`config.mk`:
```
export PLATFORM = sky130hd
export DESIGN_NAME = edge_frame_sender
export DESIGN_NICKNAME = d
export VERILOG_FILES = /design/src/rtl/edge_frame_sender.sv
export SDC_FILE = /design/constraint.sdc
export NUM_CORES = 2
export LEC_CHECK = 0
export ABC_AREA = 1
export CAP_MARGIN = 20
export CORE_UTILIZATION = 55
export DETAILED_ROUTE_END_ITERATION = 10
export GPL_ROUTABILITY_DRIVEN = 0
export PLACE_DENSITY = 0.78
export SLEW_MARGIN = 20
export SYNTH_ARGS = -nofsm -noshare
export SYNTH_HDL_FRONTEND = slang
export SYNTH_SLANG_ARGS = --single-unit
```
`constraint.sdc`:
```
create_clock -name clock -period 33.6 [get_ports clock]
set_clock_uncertainty 0.1 [all_clocks]
set_input_delay 6.72 -clock clock [delete_from_list [all_inputs] [get_ports clock]]
set_output_delay 6.72 -clock clock [all_outputs]
set_load 0.1 [all_outputs]
```
`src/rtl/edge_frame_sender.sv`:
```
// Packs a serial 1-bit edge map into beats and emits one-cycle valid pulses through a holding buffer.
// Optional macro EDGE_COUNT_EN adds edge_count, the number of 1-pixels captured in the current frame.
module edge_frame_sender #(
  parameter int unsigned BEAT_WIDTH      = 240,
  parameter int unsigned FRAME_PIXELS    = 307200,
  parameter int unsigned BEATS_PER_FRAME = FRAME_PIXELS / BEAT_WIDTH,
  parameter int unsigned GAP_CYCLES      = 1
) (
  input  logic                  clock,
  input  logic                  reset,
  input  logic                  sof,
  input  logic                  pix_in,
  input  logic                  pix_valid,
  input  logic                  sink_stall,
  output logic [BEAT_WIDTH-1:0] data,
  output logic                  valid,
  output logic [10:0]           beat_count,
  output logic                  frame_done,
  output logic                  overflow
`ifdef EDGE_COUNT_EN
  ,
  output logic [18:0]           edge_count
`endif
);

  localparam int unsigned FILL_W = 8;
  localparam int unsigned PIX_W  = 19;
  localparam int unsigned BCNT_W = 11;
  localparam int unsigned GAP_W  = 4;

  typedef enum logic [1:0] {F_WAIT, F_ACTIVE, F_DRAIN, F_DONE} frame_state_t;
  typedef enum logic [1:0] {S_IDLE, S_PULSE, S_GAP} send_state_t;

  frame_state_t f_state, f_next;
  send_state_t  s_state, s_next;

  logic [BEAT_WIDTH-1:0] shift_q, hold_q, word_c;
  logic                  hold_full;
  logic [FILL_W-1:0]     fill_cnt, cap_idx_c;
  logic [PIX_W-1:0]      pix_cnt, pix_idx_c;
  logic [GAP_W-1:0]      gap_cnt;
  logic accept_sof_c, capture_c, word_done_c, last_pix_c, gap_last_c;
  logic hold_take_c, load_c, drop_c, drain_ok_c;

  // An accepted sof restarts the frame with this pixel as pixel 0, whatever state we are in.
  always_comb begin : capture_decode
    accept_sof_c = sof & pix_valid & (f_state != F_DONE);
    capture_c    = accept_sof_c | (pix_valid & (f_state == F_ACTIVE));
    cap_idx_c    = accept_sof_c ? '0 : fill_cnt;
    pix_idx_c    = accept_sof_c ? '0 : pix_cnt;
    word_c       = accept_sof_c ? '0 : shift_q;
    word_c[cap_idx_c] = pix_in;
    word_done_c  = capture_c & (cap_idx_c == FILL_W'(BEAT_WIDTH - 1));
    last_pix_c   = capture_c & (pix_idx_c == PIX_W'(FRAME_PIXELS - 1));
    gap_last_c   = (gap_cnt == GAP_W'(GAP_CYCLES - 1));
    hold_take_c  = (s_state == S_IDLE) & hold_full & ~sink_stall & ~accept_sof_c;
    load_c       = word_done_c & (~hold_full | hold_take_c | accept_sof_c);
    drop_c       = word_done_c & ~load_c;
    drain_ok_c   = ~hold_full & ((s_state == S_IDLE) | ((s_state == S_GAP) & gap_last_c));
  end

  always_comb begin : frame_next
    f_next = f_state;
    if (accept_sof_c) begin
      f_next = last_pix_c ? F_DRAIN : F_ACTIVE;
    end else begin
      case (f_state)
        F_ACTIVE: if (last_pix_c) f_next = F_DRAIN;
        F_DRAIN:  if (drain_ok_c) f_next = F_DONE;
        F_DONE:   f_next = F_WAIT;
        default:  f_next = f_state;
      endcase
    end
  end

  always_comb begin : send_next
    s_next = s_state;
    case (s_state)
      S_IDLE:  if (hold_take_c) s_next = S_PULSE;
      S_PULSE: s_next = S_GAP;
      S_GAP:   if (gap_last_c) s_next = S_IDLE;
      default: s_next = S_IDLE;
    endcase
  end

  always_ff @(posedge clock or posedge reset) begin : state_regs
    if (reset) begin
      f_state <= F_WAIT;
      s_state <= S_IDLE;
    end else begin
      f_state <= f_next;
      s_state <= s_next;
    end
  end

  always_ff @(posedge clock or posedge reset) begin : datapath
    if (reset) begin
      shift_q    <= '0;
      hold_q     <= '0;
      hold_full  <= 1'b0;
      fill_cnt   <= '0;
      pix_cnt    <= '0;
      gap_cnt    <= '0;
      data       <= '0;
      valid      <= 1'b0;
      beat_count <= '0;
      frame_done <= 1'b0;
      overflow   <= 1'b0;
    end else begin
      valid      <= (s_next == S_PULSE);
      frame_done <= (f_next == F_DONE);
      gap_cnt    <= (s_state == S_GAP) ? gap_cnt + GAP_W'(1) : '0;
      if (capture_c) begin
        shift_q  <= word_done_c ? '0 : word_c;
        fill_cnt <= word_done_c ? '0 : cap_idx_c + FILL_W'(1);
        pix_cnt  <= pix_idx_c + PIX_W'(1);
      end
      // Loading a completed word wins over emptying, so a word can land the cycle the buffer drains.
      if (load_c) begin
        hold_q    <= word_c;
        hold_full <= 1'b1;
      end else if (accept_sof_c) begin
        hold_q    <= '0;
        hold_full <= 1'b0;
      end else if (hold_take_c) begin
        hold_full <= 1'b0;
      end
      if (hold_take_c) data <= hold_q;
      if (accept_sof_c) begin
        beat_count <= '0;
        overflow   <= drop_c;
      end else begin
        if (hold_take_c && beat_count != BCNT_W'(BEATS_PER_FRAME)) beat_count <= beat_count + BCNT_W'(1);
        if (drop_c) overflow <= 1'b1;
      end
    end
  end

`ifdef EDGE_COUNT_EN
  // Only captures move the count, so it stays frozen between frame end and the next sof.
  always_ff @(posedge clock or posedge reset) begin : edge_counter
    if (reset) begin
      edge_count <= '0;
    end else if (accept_sof_c) begin
      edge_count <= 19'(pix_in);
    end else if (capture_c) begin
      edge_count <= edge_count + 19'(pix_in);
    end
  end
`endif

endmodule

```
Word level (Yosys, flattened, before mapping)

Cells that the tools add are included.

Flip-flop bits (word level): 770
Logic and storage cells: 84

Bitwise gates (word level): 20
Eq/ne operators: 11
Add/sub/neg operators: 4
Magnitude comparators: 2
Reductions and logical operators: 8
Mux-type cells: 26

Operators by type and width:

| cell                    | count |
|---|---|
| $mux W240               | 4 |
| $bwmux W240             | 1 |
| $mux W11                | 2 |
| $add A19 B1 Y19 const B | 1 |
| $eq A19 B19 Y1 const B  | 1 |
| $mux W19                | 1 |
| $mux W8                 | 2 |
| $and A1 B1 Y1           | 12 |
| $mux W2                 | 6 |
| $pmux W2 S3             | 2 |
| $add A11 B1 Y11 const B | 1 |
| $ne A11 B11 Y1 const B  | 1 |
| $lt A8 B9 Y1 const B    | 1 |
| $add A8 B1 Y8 const B   | 1 |
| $demux W1 S8            | 1 |
| $eq A2 B2 Y1 const B    | 4 |
| $eq A8 B8 Y1 const B    | 1 |
| $ge A8 B1 Y1 const B    | 1 |
| $eq A2 B1 Y1 const B    | 3 |
| $mux W1                 | 6 |
| $reduce_bool A2 Y1      | 3 |
| $add A4 B1 Y4 const B   | 1 |
| $logic_not A4 Y1        | 1 |
| $mux W4                 | 1 |
| 6 further kinds         | 13 |

Depth between registers and ports, before layout

Depth after elaboration: 11
Gate-level depth with buffers: 16
Gate-level depth less buffers: 14

Least setup slack after synthesis

OpenSTA, ideal clock, no wires.

Path kind: input to register
Start point: input port sof
End point: register shift_q[148]
Path buffers: 4
Setup slack: 24.457 ns
Stages: 13
Required time: 33.434 ns
Setup time: 0.066 ns
Data arrival time: 8.977 ns
Cells stage by stage: nand2_2 > nor2_8 > clkbuf_1 > clkbuf_1 > nor2_1 > ha_1 > nand3_2 > nor2_4 > nor2_2 > buf_2 > clkbuf_1 > nand2_1 > nand2_1

Longest elaborated chain between the ends: 9

RTL lines:

| what                                                               | RTL line | text |
|---|---|---|
| start: declaration                                                 | 11       | `input logic sof,` |
| $and A1 B1 Y1 (*) (2 in a row)                                     | 47       | `accept_sof_c = sof & pix_valid & (f_state != F_DONE);` |
| $mux W8                                                            | 49       | `cap_idx_c = accept_sof_c ? '0 : fill_cnt;` |
| $lt A8 B9 Y1 (not written as such) or $ge A8 B1 Y1 (tied branches) | 52       | `word_c[cap_idx_c] = pix_in;` |
| $logic_and A1 B1 Y1 (not written as such)                          | 52       |  |
| $mux W1 (not written as such)                                      | 52       |  |
| $demux W1 S8                                                       | 52       |  |
| $bwmux W240                                                        | 52       |  |
| $mux W240                                                          | 114      | `shift_q <= word_done_c ? '0 : word_c;` |
| end signal: assignment                                             | 114      |  |
| end: declaration                                                   | 37       | `logic [BEAT_WIDTH-1:0] shift_q, hold_q, word_c;` |

Every way passes the cells marked *; elsewhere a longest branch is shown, timed or not.
A chain may end at the register's enable or synchronous reset.

Final worst setup path

Start point: input port pix_valid
End point: register hold_q[130]

Longest elaborated chain between the ends: 9

RTL lines:

| what                                                               | RTL line | text |
|---|---|---|
| start: declaration                                                 | 13       | `input logic pix_valid,` |
| $and A1 B1 Y1 (2 in a row)                                         | 47       |  |
| $mux W8                                                            | 49       |  |
| $lt A8 B9 Y1 (not written as such) or $ge A8 B1 Y1 (tied branches) | 52       |  |
| $logic_and A1 B1 Y1 (not written as such)                          | 52       |  |
| $mux W1 (not written as such)                                      | 52       |  |
| $demux W1 S8                                                       | 52       |  |
| $bwmux W240                                                        | 52       |  |
| $mux W240                                                          | 119      | `if (load_c) begin` |
| end signal: assignment                                             | 120      | `hold_q <= word_c;` |
| end: declaration                                                   | 37       |  |

Several ways; a longest one is shown, not always the timed one.

==> metrics.txt <==
final setup vio count 0; worst path arrival time around 11000 ps; synthesized net count 4369; power density normalized to cell area 50.04 nW/um^2; # hold bufs at CTS 0; multi-input gate area in the final layout about 13000 um^2; clock sink count 769; residual antenna-violating net count after detailed routing 0; DR top layer met4; register bit total from synthesis between 700 and 800; unique cell type count in the Yosys netlist 30; beginning of the worst hold path s_state[0]; endpoint of the worst hold-timing path s_state[1]; 1st-iter DRT viols about 3500; count of boundary I/O pins 260; deepest level of the CTS H-tree 3; area of the die around 62000 um^2; Max Fclk 92.78 MHz; clock buffers created by TritonCTS 80; max-slew violation total from the final report 0; Worst Setup End Kind flip-flop; most used flip-flop cell after synthesis sky130_fd_sc_hd__dfrtp_1; Placed Instance Area 36600 um^2; clock slew at reported path FFs about 60 ps; most common library cell in the layout ignoring fill and taps sky130_fd_sc_hd__nand2_1; count of filler cells inserted in the layout 4909; total via count in the routed design approximately 29000; Routed WL per cell roughly 17 um; hold crit path type reg -> reg; wire length on met1 between 30 and 40 mm; Vias/cell ~5.5; Residual DRC 0; commonest cells after routing, fill and taps aside sky130_fd_sc_hd__nand2_1 (2556), sky130_fd_sc_hd__dfrtp_1 (769), sky130_fd_sc_hd__clkdlybuf4s50_1 (258); Longest Clk Path Bufs 3; routed length on met3 about 6.3 mm; CTS tree yes; IR Drop Worst-Case VDD 0.03563 mV; slew at the pin closest to its max-slew limit between 1000 and 1500 ps; met2 wire length around 42 mm; overflow left after global routing 0; sequential fraction of the synthesis area 0.5698; quantity of I/O buffers inserted on ports 259; nets@finish between 4000 and 5000; largest net degree at the start of global routing approximately 240; setup_tns 0 ps; Leak between 20 and 25 nW; time the worst path needs with I/O delays and setup 10780 ps; buffers inserted during post-CTS setup optimization 0; post-synthesis cell count about 4400; Die Width around 250 um; setup repair after global routing missed its margin no; worst slew slack as a fraction of its limit 0.2311; worst r2r src f_state[0]; Die Ht 249.8 um; number of core rows 90; HPWL after DPL slightly above 50 mm; final instance area between 30000 and 40000 um^2; MaxCap Viol Count 0; Post-synth EDFFs 0; mapped cell area between 30000 and 40000 um^2; worst-case reg-to-reg path depth 12; status finished, final reports clean; Post-synth ARST share 1.000; area taken by flip-flops and latches just under 20000 um^2; Core Region approximately 60000 um^2; Layout Area Growth over Synthesis 16.94%; start-to-end type of the worst setup path in -> reg; master of the slowest instance on the critical path sky130_fd_sc_hd__nand2_1; Critical Path, Cell by Cell clkdlybuf4s50_1 -> nand2_2 -> inv_2 -> nand2_8 -> nand2_1 -> nand2_2 -> nor2_8 -> nor2_4 -> buf_4 -> buf_4 -> nand2_1 -> nand2_1; final worst-path cycle share 0.3208; Clk Tree Root Cell sky130_fd_sc_hd__clkbuf_16; Hold Path Depth 1; wire length of the first global-routing pass around 150 mm; initial antenna violation count 0; most frequent CP cell sky130_fd_sc_hd__nand2_1; 1st-pass router iterations 6; Req. time, crit path about 34000 ps; Avg Cell Area, Syn 7.756 um^2; global-route usage over all layers 0.2882; end of the worst register-to-register path hold_q[130]; Register-to-Register Setup Slack approximately 29000 ps; initial core utilization 0.5585; cells resized by post-CTS repair 0; final core utilization 0.6531; insertion delay to the later sink of the worst-skew pair 630 ps; endpoints failing hold 0; overall power of the completed layout 0.001976 W; largest stage delay on the critical path approximately 800 ps; Synth Warn # 0; category of the worst setup path launch point input port; highest net fanout along the worst path about 90; via count of the first global-routing pass around 28000; proportion of layout cells with a drive suffix above 1 0.04295; Detailed Route WL slightly below 90 mm
==> cells in the mapped netlist (2+ instances only) <==
cell	count	area [um^2]
sky130_fd_sc_hd__inv_1	94	352.8
sky130_fd_sc_hd__clkbuf_1	135	506.7
sky130_fd_sc_hd__nand3_1	195	975.9
sky130_fd_sc_hd__nor2_2	4	25.02
sky130_fd_sc_hd__nor3_1	11	55.05
sky130_fd_sc_hd__buf_1	23	86.33
sky130_fd_sc_hd__o21ai_0	258	1291
sky130_fd_sc_hd__xnor2_1	5	43.79
sky130_fd_sc_hd__nand4_1	14	87.58
sky130_fd_sc_hd__buf_4	11	82.58
sky130_fd_sc_hd__nor2_8	3	60.06
sky130_fd_sc_hd__inv_2	3	11.26
sky130_fd_sc_hd__o22ai_1	4	25.02
sky130_fd_sc_hd__ha_1	9	112.6
sky130_fd_sc_hd__buf_2	79	395.4
sky130_fd_sc_hd__nor2_4	2	22.52
sky130_fd_sc_hd__a21oi_1	7	35.03
sky130_fd_sc_hd__xor2_1	14	122.6
sky130_fd_sc_hd__dfrtp_1	769	19240
sky130_fd_sc_hd__nor2_1	146	548.0
sky130_fd_sc_hd__nand2_1	2556	9594
sky130_fd_sc_hd__nand2_2	4	25.02
==> worst max path at each step <==
stage | start | endpoint | slack, ps | cells past startpoint
detailed placement | pix_valid | hold_q[90] | 22230 | 12
global route | pix_valid | hold_q[138] | 22530 | 12
floorplan | reset | beat_count[0] | 5190 | 1
global placement | pix_valid | hold_q[102] | 22370 | 12
CTS | pix_valid | hold_q[130] | 22870 | 12
finish | pix_valid | hold_q[130] | 22820 | 12
==> through the flow <==
step	hold WS, ps	worst slack [ps]	cells
after floorplan	319.1	5193	4354
after global placement	332.1	22370	5170
after detailed placement	340.3	22230	5170
after CTS	350.3	22870	5318
after global routing	378.1	22530	5322
final	354.6	22820	5323
==> power by group <==
part           internal (W)  switching, W
Combinational     0.0000165     0.0000984
Sequential         0.000933    0.00000497
Clock              0.000554      0.000368
Total               0.00150      0.000472
==> sequential cells by signal (all words and copies together) (netlist names), 4 cells and up <==
name / count
shift_q: 239
pix_cnt: 19
gap_cnt: 4
fill_cnt: 8
hold_q: 240
data: 240
beat_count: 11
==> logic make-up (layout without fill, tap and decap cells) <==
kind of cell,count (synthesis),after routing,share of synthesized area
other,0,1,0
and+or+nand+nor,2940,2940,0.3389
xor gates and xnor gates,19,19,0.004928
buffers and inverters,346,532,0.04261
adders and majority gates,9,9,0.003335
DFF,769,769,0.5698
AOI/OAI and AO/OA,271,271,0.04038
==> cell type report <==
| type | count | share of cell area |
|---|---|---|
| Clock inverter | 23 | 0.006590 |
| Timing Repair Buffer | 286 | 0.07363 |
| Tap cell | 782 | 0.02478 |
| Multi-Input combinational cell | 3239 | 0.3341 |
| Sequential cell | 769 | 0.4873 |
| Inverter | 98 | 0.009885 |
| Clock buffer | 125 | 0.06374 |
| Antenna cell | 1 | 0.00006336 |
==> metal layers <==
layer  global-route usage  up-vias
met3              0.03692      167
met2               0.4547     1088
met4               0.1007        0
met1               0.4130    14110
met5                    0        -
li1                     -    13690
==> critical path: cells and delay by family <==
family / cells / cell delay (ps)
buffers and inverters: 4 / 1780
and+or+nand+nor: 8 / 2570
(Power assumes the default switching activity.)
